**src/rtl/countdown_timer.sv**
```systemverilog
// Loadable down-counting timer with one-shot / auto-reload modes and a
// registered one-cycle expiry pulse; the count shows N..0, expiring on tick N+1.
module countdown_timer #(
  parameter int Limit = 16,
  localparam int Width = $clog2(Limit)
) (
  input  logic             clk_i,
  input  logic             rst_i,
  input  logic             load_valid_i,
  output logic             load_ready_o,
  input  logic [Width-1:0] load_value_i,
  input  logic             periodic_i,
  input  logic             tick_i,
  input  logic             pause_i,
  input  logic             abort_i,
  output logic [Width-1:0] value_o,
  output logic             busy_o,
  output logic             expire_o,
  output logic             will_underflow_o
);

  typedef enum logic {
    IDLE = 1'b0,
    RUN  = 1'b1
  } state_t;

  localparam logic [Width:0] MaxLoad = (Width + 1)'(Limit - 1);

  state_t           state_q, state_d;
  logic [Width-1:0] value_q, value_d;
  logic [Width-1:0] reload_q, reload_d;
  logic             periodic_q, periodic_d;
  logic             expire_q, expire_d;
  logic             tk;

  // Compared one bit wider so the clamp stays a real comparison when Limit is 2**Width.
  function automatic logic [Width-1:0] clamp_load(input logic [Width-1:0] v);
    logic [Width:0] ext;
    ext = {1'b0, v};
    if (ext > MaxLoad) return MaxLoad[Width-1:0];
    return v;
  endfunction

  always_comb begin
    state_d    = state_q;
    value_d    = value_q;
    reload_d   = reload_q;
    periodic_d = periodic_q;
    expire_d   = 1'b0;

    tk = (state_q == RUN) && tick_i && !pause_i && !abort_i;

    if (abort_i) begin
      // Abort in IDLE is a no-op; in RUN it cancels without an expiry pulse.
      if (state_q == RUN) begin
        state_d = IDLE;
        value_d = '0;
      end
    end else if (state_q == RUN) begin
      if (tk) begin
        if (value_q == '0) begin
          expire_d = 1'b1;
          if (periodic_q) value_d = reload_q;
          else            state_d = IDLE;
        end else begin
          value_d = value_q - Width'(1);
        end
      end
    end else if (load_valid_i) begin
      value_d    = clamp_load(load_value_i);
      reload_d   = clamp_load(load_value_i);
      periodic_d = periodic_i;
      state_d    = RUN;
    end
  end

  always_ff @(posedge clk_i) begin
    if (rst_i) begin
      state_q    <= IDLE;
      value_q    <= '0;
      reload_q   <= '0;
      periodic_q <= 1'b0;
      expire_q   <= 1'b0;
    end else begin
      state_q    <= state_d;
      value_q    <= value_d;
      reload_q   <= reload_d;
      periodic_q <= periodic_d;
      expire_q   <= expire_d;
    end
  end

  assign load_ready_o     = (state_q == IDLE) && !abort_i;
  assign busy_o           = (state_q == RUN);
  assign expire_o         = expire_q;
  assign value_o          = value_q;
  assign will_underflow_o = tk && (value_q == '0);

endmodule

```
**config.mk**
```make
export PLATFORM = sky130hd
export DESIGN_NAME = countdown_timer
export DESIGN_NICKNAME = d
export VERILOG_FILES = /design/src/rtl/countdown_timer.sv
export SDC_FILE = /design/constraint.sdc
export NUM_CORES = 1
export LEC_CHECK = 0
export CAP_MARGIN = 20
export CORE_UTILIZATION = 44
export CTS_CLUSTER_DIAMETER = 120
export DETAILED_ROUTE_END_ITERATION = 12
export HOLD_SLACK_MARGIN = 0.08
export PLACE_DENSITY = 0.76
export SETUP_SLACK_MARGIN = 0.5
export SYNTH_ARGS = -nofsm -noshare
export SYNTH_HDL_FRONTEND = slang
export SYNTH_SLANG_ARGS = --single-unit
```
**constraint.sdc**
```tcl
create_clock -name clk_i -period 2 [get_ports clk_i]
set_input_delay 0.3 -clock clk_i [delete_from_list [all_inputs] [get_ports clk_i]]
set_output_delay 0.3 -clock clk_i [all_outputs]
set_load 0.05 [all_outputs]
```
Word level (Yosys, flattened, before mapping)
Index checks and enable logic that the tools add are counted.

Add/subtract/negate cells: 1. Equal/unequal tests: 3. Muxes and demuxes: 13. Bitwise operators: 3. Reductions and logical operators: 13.

Operators with widths (number): two-way mux 4 bit (7); two-way mux 1 bit (6); logical AND 1 bit (5); logical NOT 4 bit (1); inequality test 4 bit, second input constant (1); AND reduction 4 bit (1); OR reduction 4 bit (1); subtractor 4 x 1 -> 4 bit, second input constant (1); inequality test 3 x 2 -> 1 bit, second input constant (1); NOT 1 bit (3); AND reduction 3 bit (1); logical NOT 1 bit (2); inequality test 2 x 1 -> 1 bit, second input constant (1); nonzero test 2 bit (1); OR reduction 2 bit (1).

Flip-flop bits (word level): 11. Input port bits: 11. Output and inout bits: 8. Word-level logic and storage cells: 38.

Longest topological paths before layout
Gate-level depths: netlist (run 1).

Depth after elaboration: 6. Mapped depth: 6. Gate-level depth less buffers: 6.

Worst setup path after synthesis (run 1)
No wires, ideal clock.

Kind: register -> output. Start point: register value_q[0] (netlist: value_o[0]). End point: output port will_underflow_o. Arrival: 1717 ps. Required time: 1700 ps. Setup slack: -17 ps. Cell stages (with the launch flop): 6. Cells stage by stage: dfxtp_1 > inv_1 > ha_1 > nor3b_1 > nand2_1 > inv_1.

Longest elaborated chain between the ends: 2.

RTL lines: start, declared (RTL line 30) `logic [Width-1:0] value_q, value_d;`; start signal, assigned (RTL line 86) `value_q <= value_d;`; logical NOT 4 bit (RTL line 97) `assign will_underflow_o = tk && (value_q == '0);`; logical AND 1 bit (RTL line 97); end, declared (RTL line 19) `output logic will_underflow_o`.

No other way between the ends.

Final worst setup path (run 1)
Start point: register value_q[1] (netlist: value_o[1]). End point: output port will_underflow_o.

The elaborated chain is that of the path after synthesis.

==> summary by stage, run 1 <==
Placement
The number of buffers inserted by port buffering is 18. The estimated wirelength of the detail-placed design is 1.150 mm. The congestion estimate from routability-driven global placement came to approximately 0.83. Including well taps, the total number of placed cells is 103.

Finish
The filler cells instantiated in the layout total 91. Registers take 231.5 um^2. The area of the multi-input gates is between 400 and 500 um^2. 0 antenna diodes ended up in the layout. The share of cells above drive strength 1 is 37.25%. The synthesis-to-layout area growth is 59.48%. Leaving out filler cells and counting taps, the final layout contains 117.

After the last flow step, the layout net total stands at 116.

Min path
The path with the worst hold slack has its endpoint at reload_q[2]. The startpoint of the worst hold path is reload_q[2]. The min-delay analysis places its worst path in the category register to register. The number of cells traversed by the worst hold path is 2.

Yosys
Of the total synthesized cell area, the portion taken by XOR and XNOR cells is 0%. The share of synthesized flip-flops with an asynchronous set or reset is 0%. Among all flip-flop cells after synthesis, the most frequent one is sky130_fd_sc_hd__dfxtp_1.

The synthesized flop and latch total is 11. After synthesis, the largest family of logic cells by area is simple AND/OR/NAND/NOR gates. The number of instances in the synthesized netlist is 70. The synthesized cell area is just over 600 um^2. Counting instances in the post-synthesis netlist gives the leading cell types as 11 x sky130_fd_sc_hd__dfxtp_1, 11 x sky130_fd_sc_hd__nor2_1, 7 x sky130_fd_sc_hd__nand2_1, 5 x sky130_fd_sc_hd__mux2i_1, 4 x sky130_fd_sc_hd__inv_1. The sequential fraction of the synthesis area is 35.48%. In this run the mean area of a mapped cell was slightly below 9 um^2. The number of nets in the synthesized netlist is 83.

Yosys mapped a number of flops with a built-in enable equal to 0. Ranked by total cell area, the synthesized netlist is headed by sky130_fd_sc_hd__dfxtp_1 35%, sky130_fd_sc_hd__mux2i_1 8.1%, sky130_fd_sc_hd__nor2_1 6.7%, sky130_fd_sc_hd__nand2_1 4.2%, sky130_fd_sc_hd__and3b_1 4.2%. The number of distinct standard cells referenced by the synthesized netlist is 29. The basic-gate share of the synthesized area counting and, or, nand and nor cells is approximately 27%.

After Yosys synthesis, full adders, half adders and majority gates account for under 10% of the synthesized area. The mux share of post-synthesis cell area is 8.065%. The leading area contributor after synthesis is sky130_fd_sc_hd__dfxtp_1. The share of synthesized area in the top cell type comes to 35.48%. During synthesis, Yosys emitted a total of 0 warnings. Summing the areas of all compound-gate instances in the mapped netlist gives 21.37% of the synthesized area.

Setup path
The startpoint of the worst register-to-register path is value_o[1]. Of all nets on the critical path, the largest fanout is 4. The path depth of the worst reg2reg path is 5.

The kind of capture point of the worst setup path is an output port. The worst setup path is launched from a register. The worst path arrival time is 1390 ps. The worst endpoint required time is approximately 1700 ps. In this run the critical register-to-register path is captured at value_o[1].

The critical path is of the register to output port type. The setup slack of the worst register-to-register path is roughly 400 ps.

STA
After routing, the total negative slack on setup checks comes to 0 ps. For the pin with the worst max-slew slack, the measured transition is a little under 500 ps. The part of the cycle the worst path needs is 84.38%. The number of failing hold endpoints at the final stage is 0. The highest achievable clock rate is approximately 600 MHz. For the final database, setup skew stands at 10.26 ps. Subtracting the final worst setup slack from the clock period gives 1688 ps.

Setup repair after global routing could not meet its margin everywhere. The headroom to the max-slew limit is 67.75%. The final count of negative-setup-slack endpoints is 0. The final count of pins violating max slew is 0.

Global routing
The global-route wire length before repair is 2.497 mm. The maximum number of pins on one net before global-route repair is 12. The number of global-route vias before repair was approximately 550. For this run the aggregate overflow at the end of global routing stands at 0. Across every metal layer, demand over resource in global routing totals approximately 25%. The initial antenna violation count is 0.

Clocking
CTS built an H-tree with a depth of 1. The clock tree root driver cell is sky130_fd_sc_hd__clkbuf_4. Clock tree synthesis inserted a total of 3 buffers.

The clock latency on the worst-skew pair is 270 ps. Clock-pin slew was measured on the worst setup and hold paths at 80 ps. CTS saw 11 sinks. The CTS tree is yes. No sink is reached through more buffers than the 2 on the longest clock path.

Detailed routing
The first-pass detailed-route iteration total is 7. The wire length per cell is 15.03 um. The detailed-route DRC error count is 0.

The final route contains 657 vias. For this block, the routed nets add up to 1.759 mm of wire. Dividing the detail-routed via count by the number of cells gives 5.615. The number of DRC markers in iteration 0 is 15. In this run the remaining antenna-violating nets after routing total 0.

Floorplan
The initial utilization of the core area, before any placement, comes to 47.69%. The region available for standard cell placement spans 0.001301 mm^2. The die extent in x is ~40 um. After floorplanning, the core was divided into 13 placement rows. The number of top-level pins is 19.

The die covers 0.001565 mm^2. The die is 39.56 um tall.

Power
Overall power consumption after layout is estimated at about 580 uW. The power density relative to cell area is 582.8 mW/mm^2. Summed over all cells, the static leakage comes to 0.4215 nW.

The maximum ir drop on the vdd rail is about 0.34 mV.

Outcome
The flow ran to the end, and the final reports show no timing, DRC or antenna violations.

Job
Max-cap violations in this run came to 0.
==> sequential cells by signal (all words and copies together), names as in the netlist <==
name / flops
reload_q: 4
value_o: 4
busy_o: 1
expire_o: 1
periodic_q: 1
==> per-stage QoR <==
stage          setup WS [ps]  utilization [%]  hold slack, ps  cell area, um^2
6_report               312.4            76.06           495.3            989.7
5_1_grt                242.7            76.06           555.1            989.7
4_1_cts                273.5            74.62           501.1            970.9
3_5_place_dp           215.1            67.79           485.0            882.1
3_3_place_gp           275.3            67.79           473.7            882.1
2_1_floorplan          415.6                -           446.8            656.9
==> metal layers <==
metal / track usage, % / vias to the layer above / part of all wire [%]
met5: 0 / - / 0
met4: 6.897 / 0 / 2.0
met3: 6.818 / 8 / 4.3
met2: 40.16 / 30 / 47
met1: 31.85 / 302 / 46
li1: - / 317 / -
==> kinds of logic after synthesis <==
group,Yosys count
buffers and inverters,6
DFF,11
adders and majority gates,2
and+or+nand+nor,30
muxes,5
AOI/OAI and AO/OA,16
==> final cells by class <==
cell class	count	area share, %
Clock buffer	4	2.655
Inverter	4	2.402
Sequential cell	11	23.39
Multi-Input combinational cell	53	40.96
Timing Repair Buffer	30	28.70
Tap cell	15	1.896
==> critical path: stages (launching register included) <==
cell,delay [ps]
sky130_fd_sc_hd__dfxtp_4,360
sky130_fd_sc_hd__inv_4,70
sky130_fd_sc_hd__ha_4,140
sky130_fd_sc_hd__nor3b_4,210
sky130_fd_sc_hd__nand2_2,110
sky130_fd_sc_hd__clkinvlp_4,90
sky130_fd_sc_hd__buf_12,130
==> worst max path at each step <==
stage,depth (start not counted),end,start,slack (ps)
after global placement,5,value_o[1],abort_i,280
after detailed placement,5,will_underflow_o,abort_i,220
after floorplan,5,value_o[1],value_o[0],420
final,6,will_underflow_o,value_o[1],310
after global routing,6,will_underflow_o,pause_i,240
after CTS,5,will_underflow_o,abort_i,270
==> cell usage in the layout, fill, tap and decap left out, types with 3 or more instances in the layout <==
| cell type | synthesis | final |
|---|---|---|
| sky130_fd_sc_hd__buf_4 | 0 | 12 |
| sky130_fd_sc_hd__nor2_1 | 11 | 10 |
| sky130_fd_sc_hd__clkdlybuf4s50_1 | 0 | 9 |
| sky130_fd_sc_hd__nand2_1 | 7 | 6 |
| sky130_fd_sc_hd__dfxtp_1 | 11 | 6 |
| sky130_fd_sc_hd__mux2i_1 | 5 | 5 |
| sky130_fd_sc_hd__and3b_1 | 3 | 3 |
| sky130_fd_sc_hd__dfxtp_2 | 0 | 3 |
| sky130_fd_sc_hd__clkbuf_4 | 0 | 3 |
==> what timing repair did <==
action,CTS,global route
hold endpoints to repair,0,0
pin swaps,4,3
setup endpoints to repair,11,14
resized for setup,16,6
buffers inserted,7,3
hold buffers,0,0
==> where the power goes <==
part,internal (mW),total (mW),leakage [nW],switching (mW)
clock network,0.0772,0.154,0.0150,0.0770
registers,0.229,0.244,0.0925,0.0153
logic,0.0911,0.178,0.314,0.0873
total,0.397,0.577,0.421,0.180
Note: power is estimated with default switching activity, not from simulation.
==> run 2: changes to the inputs <==
--- a/config.mk
+++ b/config.mk
@@ -6,11 +6,11 @@
 export NUM_CORES = 1
 export LEC_CHECK = 0
 export CAP_MARGIN = 20
-export CORE_UTILIZATION = 44
+export CORE_UTILIZATION = 40
 export CTS_CLUSTER_DIAMETER = 120
 export DETAILED_ROUTE_END_ITERATION = 12
 export HOLD_SLACK_MARGIN = 0.08
-export PLACE_DENSITY = 0.76
+export PLACE_DENSITY = 0.73
 export SETUP_SLACK_MARGIN = 0.5
 export SYNTH_ARGS = -nofsm -noshare
 export SYNTH_HDL_FRONTEND = slang
==> constraint.sdc (replaced) <==
create_clock -name clk_i -period 1.5 [get_ports clk_i]
set_input_delay 0.225 -clock clk_i [delete_from_list [all_inputs] [get_ports clk_i]]
set_output_delay 0.225 -clock clk_i [all_outputs]
set_load 0.05 [all_outputs]
==> summary by stage, run 2 (synthesis gave the netlist of run 1 again) <==
Setup path
The worst endpoint required time is 1710 ps (about the same). The worst register-to-register path begins at value_o[1]. The maximum fanout encountered on the critical timing path was 4 (unchanged). The worst setup path is of the register to register kind.

For this design, the slowest cell found on the critical path is sky130_fd_sc_hd__or4b_4. The largest delay contributor family on the critical path is compound AO/OA/AOI/OAI gates. The kind of capture point of the worst setup path is a register. The worst path arrival time is 1960 ps (+570 ps). Traced cell by cell, the critical path runs through inv_4 -> ha_4 -> or4b_4 -> a211oi_4 -> a32oi_1 -> o21ai_1.

The startpoint type of the worst setup path is a register. The delay of the slowest critical-path stage is 500 ps (+140 ps). The startpoint of the most critical setup path is value_o[1]. The total buffers and inverters traversed by the critical path is 1 (-2).

Power
The overall power is 910.5 uW (+58%). The maximum ir drop on the vdd rail is 0.6662 mV (+97%). The total internal power is 593.9 uW (+50%). The part of the power in registers was 35.0% (-7.3 points). The share of total power in the clock network was 25.9% (-0.8 points). The net switching component of the power is 316.5 uW (+76%). The switching part of the total power is 34.77% (+3.6 points). The static leakage is 0.5687 nW (+35%). The combinational share of power is 39.0% (+8.1 points). The power density relative to cell area is 702.4 mW/mm^2 (+21%).

STA
The number of failing hold endpoints at the final stage was 0 (unchanged). The worst-case clock skew is 8.442 ps (-1.820 ps). The worst hold slack across all endpoints is 422.9 ps (-72.42 ps).

The part of the cycle the worst path needs is 116.6%. The setup total negative slack is -1153 ps (-1153 ps). The final count of pins violating max slew came to 0 (unchanged).

The slew at the pin closest to its max-slew limit is 364.4 ps (-121.4 ps). The final count of negative-setup-slack endpoints was 7 (+7). The minimum clock period is between 1500 and 2000 ps.

The headroom to the max-slew limit is 75.62% (+7.9 points). The least setup slack across all paths after layout came to -248.4 ps (-560.9 ps). Setup repair after global routing could not meet its margin everywhere. The highest achievable clock rate is 571.9 MHz.

Floorplan
The die area is 0.001713 mm^2 (+9.5%). The number of top-level pins is 19 (unchanged). The vertical extent of the die was 41.39 um (+4.6%).

The floorplan row count is 13 (unchanged). The area of the placeable core is 0.001366 mm^2 (+5.0%). The effective utilization at floorplan is 45.42% (-2.3 points). The die extent in x came to 41.39 um (+4.6%).

Detailed routing
The vias per cell is 6.107 (+8.8%). The wire length per cell is 22.62 um (+50%). The first-pass detailed-route iteration total is 4 (-3).

The remaining antenna violation count is 0 (unchanged). The final wirelength is 3.167 mm (+80%). The vias after detailed routing is 855 (+30%). The number of DRC markers in iteration 0 was 50 (+35). The detailed-route DRC error count was 0 (unchanged).

Finish
The final antenna diode count is 0 (unchanged). The non-filler instance count after layout is 140 (+20%). The final design area excluding fillers is 0.001296 mm^2 (+31%). The synthesis-to-layout area growth is 108.9%. In the layout the commonest cells are 22 x sky130_fd_sc_hd__buf_4, 14 x sky130_fd_sc_hd__buf_6, 9 x sky130_fd_sc_hd__nor2_1, 8 x sky130_fd_sc_hd__clkdlybuf4s50_1. The share of cells above drive strength 1 was 52.80% (+16 points). The post-layout net count came to 139 (+20%).

Leaving out fill and tap cells, the most frequent cell in the layout is sky130_fd_sc_hd__buf_4. The final core utilization is 94.87% (+19 points).

Min path
The worst hold path begins at load_valid_i. The worst hold path class is primary input to register.

Clocking
The number of clock buffers inserted by TritonCTS is 3 (unchanged). The CTS tree is yes. The post-CTS clock slew at the launch and capture registers of the worst setup and hold paths is 90 ps (about the same). The H-tree level count is 1 (unchanged). The clock latency on the worst-skew pair is 300 ps (+30 ps). The largest buffer count on any clock path is 2 (unchanged).

The clock tree root driver cell is sky130_fd_sc_hd__clkbuf_4. The total clock sinks is 11 (unchanged).

Placement
The pre-CTS worst setup slack is -169.1 ps (-384.2 ps). The placer's final routability congestion estimate is 0.8334 (+0.81%). The post-detailed-placement cell area is 0.001065 mm^2 (+21%). The estimated wirelength of the detail-placed design was 1.330 mm (+16%). The number of buffers inserted by port buffering is 18 (unchanged). The instance count after placement with tap cells included was 122 (+18%).

Outcome
The run finished, with violations left. The checks that failed: setup timing.

Global routing
The global-route wire length before repair came to 3.139 mm (+26%). The maximum number of pins on one net before global-route repair came to 7 (-5). The initial antenna violation count was 0 (unchanged). The combined global-route utilization of all metal layers was 29.52% (+4.6 points). The total grt overflow is 0 (unchanged). The number of global-route vias before repair is 702 (+28%).

Job
The total of max-cap violations came to 0 (unchanged).
## run 2: power groups by stage
stage	sequential [mW]	combinational (mW)	clock (mW)
3_5_place_dp	0.324	0.270	0
5_1_grt	0.320	0.366	0.251
4_1_cts	0.315	0.310	0.216
6_report	0.319	0.355	0.236
2_1_floorplan	0.349	0.109	0
3_3_place_gp	0.324	0.265	0
## run 2: area by class of cell
| class | count | area (um^2) |
|---|---|---|
| Tap cell | 15 | 18.77 |
| Inverter | 4 | 23.77 |
| Sequential cell | 11 | 240.2 |
| Timing Repair Buffer | 53 | 555.5 |
| Fill cell | 38 | 70.07 |
| Clock buffer | 4 | 26.28 |
| Multi-Input combinational cell | 53 | 431.7 |
## run 2: layer usage
metal | GRT usage (%) | routed length, um | up-vias
li1 | - | - | 364
met1 | 32.69 | 1191 | 408
met2 | 53.91 | 1477 | 57
met3 | 9.043 | 283 | 26
met4 | 8.065 | 214 | 0
met5 | 0 | 0 | -
## run 2: worst paths after layout
kind | to | slack [ps] | depth (start not counted)
setup / recovery | value_o[3] | -250 | 6
hold / removal | busy_o | 420 | 2
setup reg to reg | value_o[3] | -250 | 6
hold reg to reg | reload_q[3] | 540 | 2
## run 2: repair_timing
| item | in CTS | in global routing |
|---|---|---|
| cloned | 0 | 0 |
| setup buffers | 9 | 5 |
| hold buffers | 0 | 0 |
| endpoints found under the setup margin | 18 | 19 |
| endpoints found under the hold margin | 0 | 0 |
| resized for setup | 23 | 7 |
| pin swaps | 6 | 3 |
==> run 3: changes to the inputs <==
--- a/config.mk
+++ b/config.mk
@@ -6,11 +6,11 @@
 export NUM_CORES = 1
 export LEC_CHECK = 0
 export CAP_MARGIN = 20
-export CORE_UTILIZATION = 40
+export CORE_UTILIZATION = 37
 export CTS_CLUSTER_DIAMETER = 120
 export DETAILED_ROUTE_END_ITERATION = 12
 export HOLD_SLACK_MARGIN = 0.08
-export PLACE_DENSITY = 0.73
+export PLACE_DENSITY = 0.68
 export SETUP_SLACK_MARGIN = 0.5
 export SYNTH_ARGS = -nofsm -noshare
 export SYNTH_HDL_FRONTEND = slang
==> summary by stage, run 3 (synthesis gave the netlist of run 1 again) <==
Outcome
The run finished, with violations left. The checks that failed: setup timing.

Finish
The share of cells above drive strength 1 was 52.89% (+0.093 points). The final design area excluding fillers came to 0.001289 mm^2 (-0.58%). The final antenna diode count is 0 (unchanged). Leaving out fill and tap cells, the most frequent cells in the layout are 21 x sky130_fd_sc_hd__buf_4, 9 x sky130_fd_sc_hd__nor2_1, 9 x sky130_fd_sc_hd__buf_6, 8 x sky130_fd_sc_hd__clkdlybuf4s50_1, 6 x sky130_fd_sc_hd__buf_12. The post-layout net count is 135 (-2.9%). The area growth from synthesis to layout is 107.7%.

The most common cell after layout, fill and taps aside is sky130_fd_sc_hd__buf_4. The final core utilization is 83.60% (-11 points).

Global routing
The global-route wire length before repair is 3.374 mm (+7.5%). The combined global-route utilization of all metal layers came to 25.50% (-4.0 points). The met3 track demand over resource in global routing was 9.362% (+0.32 points). The global routing met1 resource utilization came to 28.05% (-4.6 points). The number of global-route vias before repair is 724 (+3.1%). In this run the most used layer during global routing was met2.

The met2 routing resource usage after global routing came to 43.03% (-11 points). The maximum number of pins on one net before global-route repair was 7 (unchanged). The initial antenna violation count is 0 (unchanged). The total grt overflow is 0 (unchanged).

Power
The switching part of the total power is 31.69% (-3.1 points). The share of total power in the clock network is 24.3% (-1.6 points). The power density relative to cell area came to 669.9 mW/mm^2 (-4.6%). The static leakage came to 0.5580 nW (-1.9%). The net switching component of the power is 273.6 uW (-14%). The combinational share of power is 39.2% (+0.2 points). The total internal power is 589.8 uW (-0.70%). The part of the power in registers is 36.5% (+1.5 points). The maximum ir drop on the vdd rail came to 0.6611 mV (-0.77%).

Floorplan
The number of top-level pins is 19 (unchanged). The effective utilization at floorplan is 40.26% (-5.2 points). The floorplan row count is 14 (+1). The area of the placeable core is 0.001541 mm^2 (+13%). The die extent in x is 42.96 um (+3.8%). The vertical extent of the die is 42.96 um (+3.8%). The die area came to 0.001845 mm^2 (+7.7%).

Clocking
The number of buffers inserted by hold repair at cts was 0 (unchanged). The total clock sinks came to 11 (unchanged). The root buffer cell chosen for the clock tree is sky130_fd_sc_hd__clkbuf_4. The post-CTS clock slew at the launch and capture registers of the worst setup and hold paths was 70 ps (-20 ps). The H-tree level count came to 1 (unchanged). The largest buffer count on any clock path is 2 (unchanged).

The number of clock buffers inserted by TritonCTS is 3 (unchanged). The clock latency on the worst-skew pair was 280 ps (-20 ps). TritonCTS built the clock tree.

Detailed routing
The vias after detailed routing came to 736 (-14%). The vias per cell came to 5.372 (-12%). The first-pass detailed-route iteration total was 4 (unchanged). The detailed-route DRC error count is 0 (unchanged). The wire length per cell is 16.20 um (-28%). The remaining antenna violation count came to 0 (unchanged). The number of DRC markers in iteration 0 came to 20 (-60%). The final wirelength is 2.219 mm (-30%).

Placement
The number of buffers inserted by port buffering is 18 (unchanged). The placer's final routability congestion estimate is 0.9166 (+10%). The pre-CTS worst setup slack is -167.2 ps (+1.939 ps).

The post-detailed-placement cell area is 0.001044 mm^2 (-2.0%). The estimated wirelength of the detail-placed design is 1.369 mm (+2.9%).

Setup path
The delay of the slowest critical-path stage is 500 ps (about the same). The setup path with the least slack is of type register to register. The maximum fanout encountered on the critical timing path was 3 (-1).

The worst setup path is captured at a register. The slowest stage of the critical path is the sky130_fd_sc_hd__or4b_4 cell. Traced cell by cell, the critical path runs through inv_4 -> ha_4 -> or4b_4 -> a211oi_4 -> buf_4 -> a32oi_1 -> o21ai_1.

The worst endpoint required time was 1700 ps (about the same). The worst path arrival time was 1920 ps (-40 ps). The path depth of the worst reg2reg path is 7 (+1). The worst setup path is launched from a register.

STA
The part of the cycle the worst path needs is 114.6% (-2.0 points). The minimum clock period is 1718 ps (-30.02 ps). The final count of negative-setup-slack endpoints is 5 (-2).

Setup repair after global routing could not meet its margin everywhere. The number of failing hold endpoints at the final stage is 0 (unchanged). The least setup slack across all paths after layout came to -218.4 ps (+30.02 ps). The worst-case clock skew is 7.895 ps (-0.5474 ps). The headroom to the max-slew limit is 80.15% (+4.5 points). The slew at the pin closest to its max-slew limit was 297.2 ps (-67.18 ps).

The final count of pins violating max slew is 0 (unchanged). The worst hold slack across all endpoints came to 405.7 ps (-17.27 ps). The highest achievable clock rate came to 581.9 MHz (+1.7%).

Min path
The number of cells traversed by the worst hold path is 2 (unchanged). The worst hold path class is primary input to register.

Job
The total of max-cap violations is 0 (unchanged).
run 3: cell count changes in the layout (fill, tap and decap cells not counted), sizes merged:
cell / change
buf: -4
run 3: worst max-delay path, delay by kind of cell (launching register included):
kind | cells | cell delay [ps]
flops | 1 | 350
buf+inv | 2 | 230
compound gates | 3 | 420
simple gates | 1 | 500
fa+ha+maj | 1 | 140
run 3: stage by stage:
step | TNS, ps | total power [mW] | instances
after floorplan | -303.2 | 0.4581 | 70
after global routing | -1098 | 0.9008 | 137
after global placement | -1024 | 0.5807 | 120
after detailed placement | -1246 | 0.5861 | 120
after CTS | -698.4 | 0.8419 | 132
final | -928.5 | 0.8633 | 137
run 3: cell type report:
class	instances	area (um^2)
Sequential cell	11	240.2
Clock buffer	4	26.28
Multi-Input combinational cell	53	456.7
Timing Repair Buffer	49	521.8
Inverter	4	23.77
Fill cell	93	252.7
Tap cell	16	20.02
run 3: path summary, 6_finish.rpt:
path / slack [ps] / from / to
max: -220 / value_o[1] / value_o[3]
min: 410 / load_valid_i / busy_o
max reg2reg: -220 / value_o[1] / value_o[3]
min reg2reg: 500 / reload_q[1] / reload_q[1]
run 3: power by group through the flow:
stage | clock network [mW] | registers [mW] | logic (mW)
after floorplan | 0 | 0.349 | 0.109
after global placement | 0 | 0.322 | 0.258
final | 0.210 | 0.315 | 0.338
after detailed placement | 0 | 0.323 | 0.263
after CTS | 0.221 | 0.316 | 0.305
after global routing | 0.228 | 0.316 | 0.356
run 3: timing repair:
action	4_1_cts	5_1_grt
gates resized for setup	22	12
setup buffers	8	5
endpoints found under the setup margin	19	19
pin swaps	3	7
run 3: per-layer routing:
layer  routed length, um  part of all wire [%]
met1                 887                    40
met2                1143                    52
met3                 121                   5.5
met4                  66                   3.0
met5                   0                     0
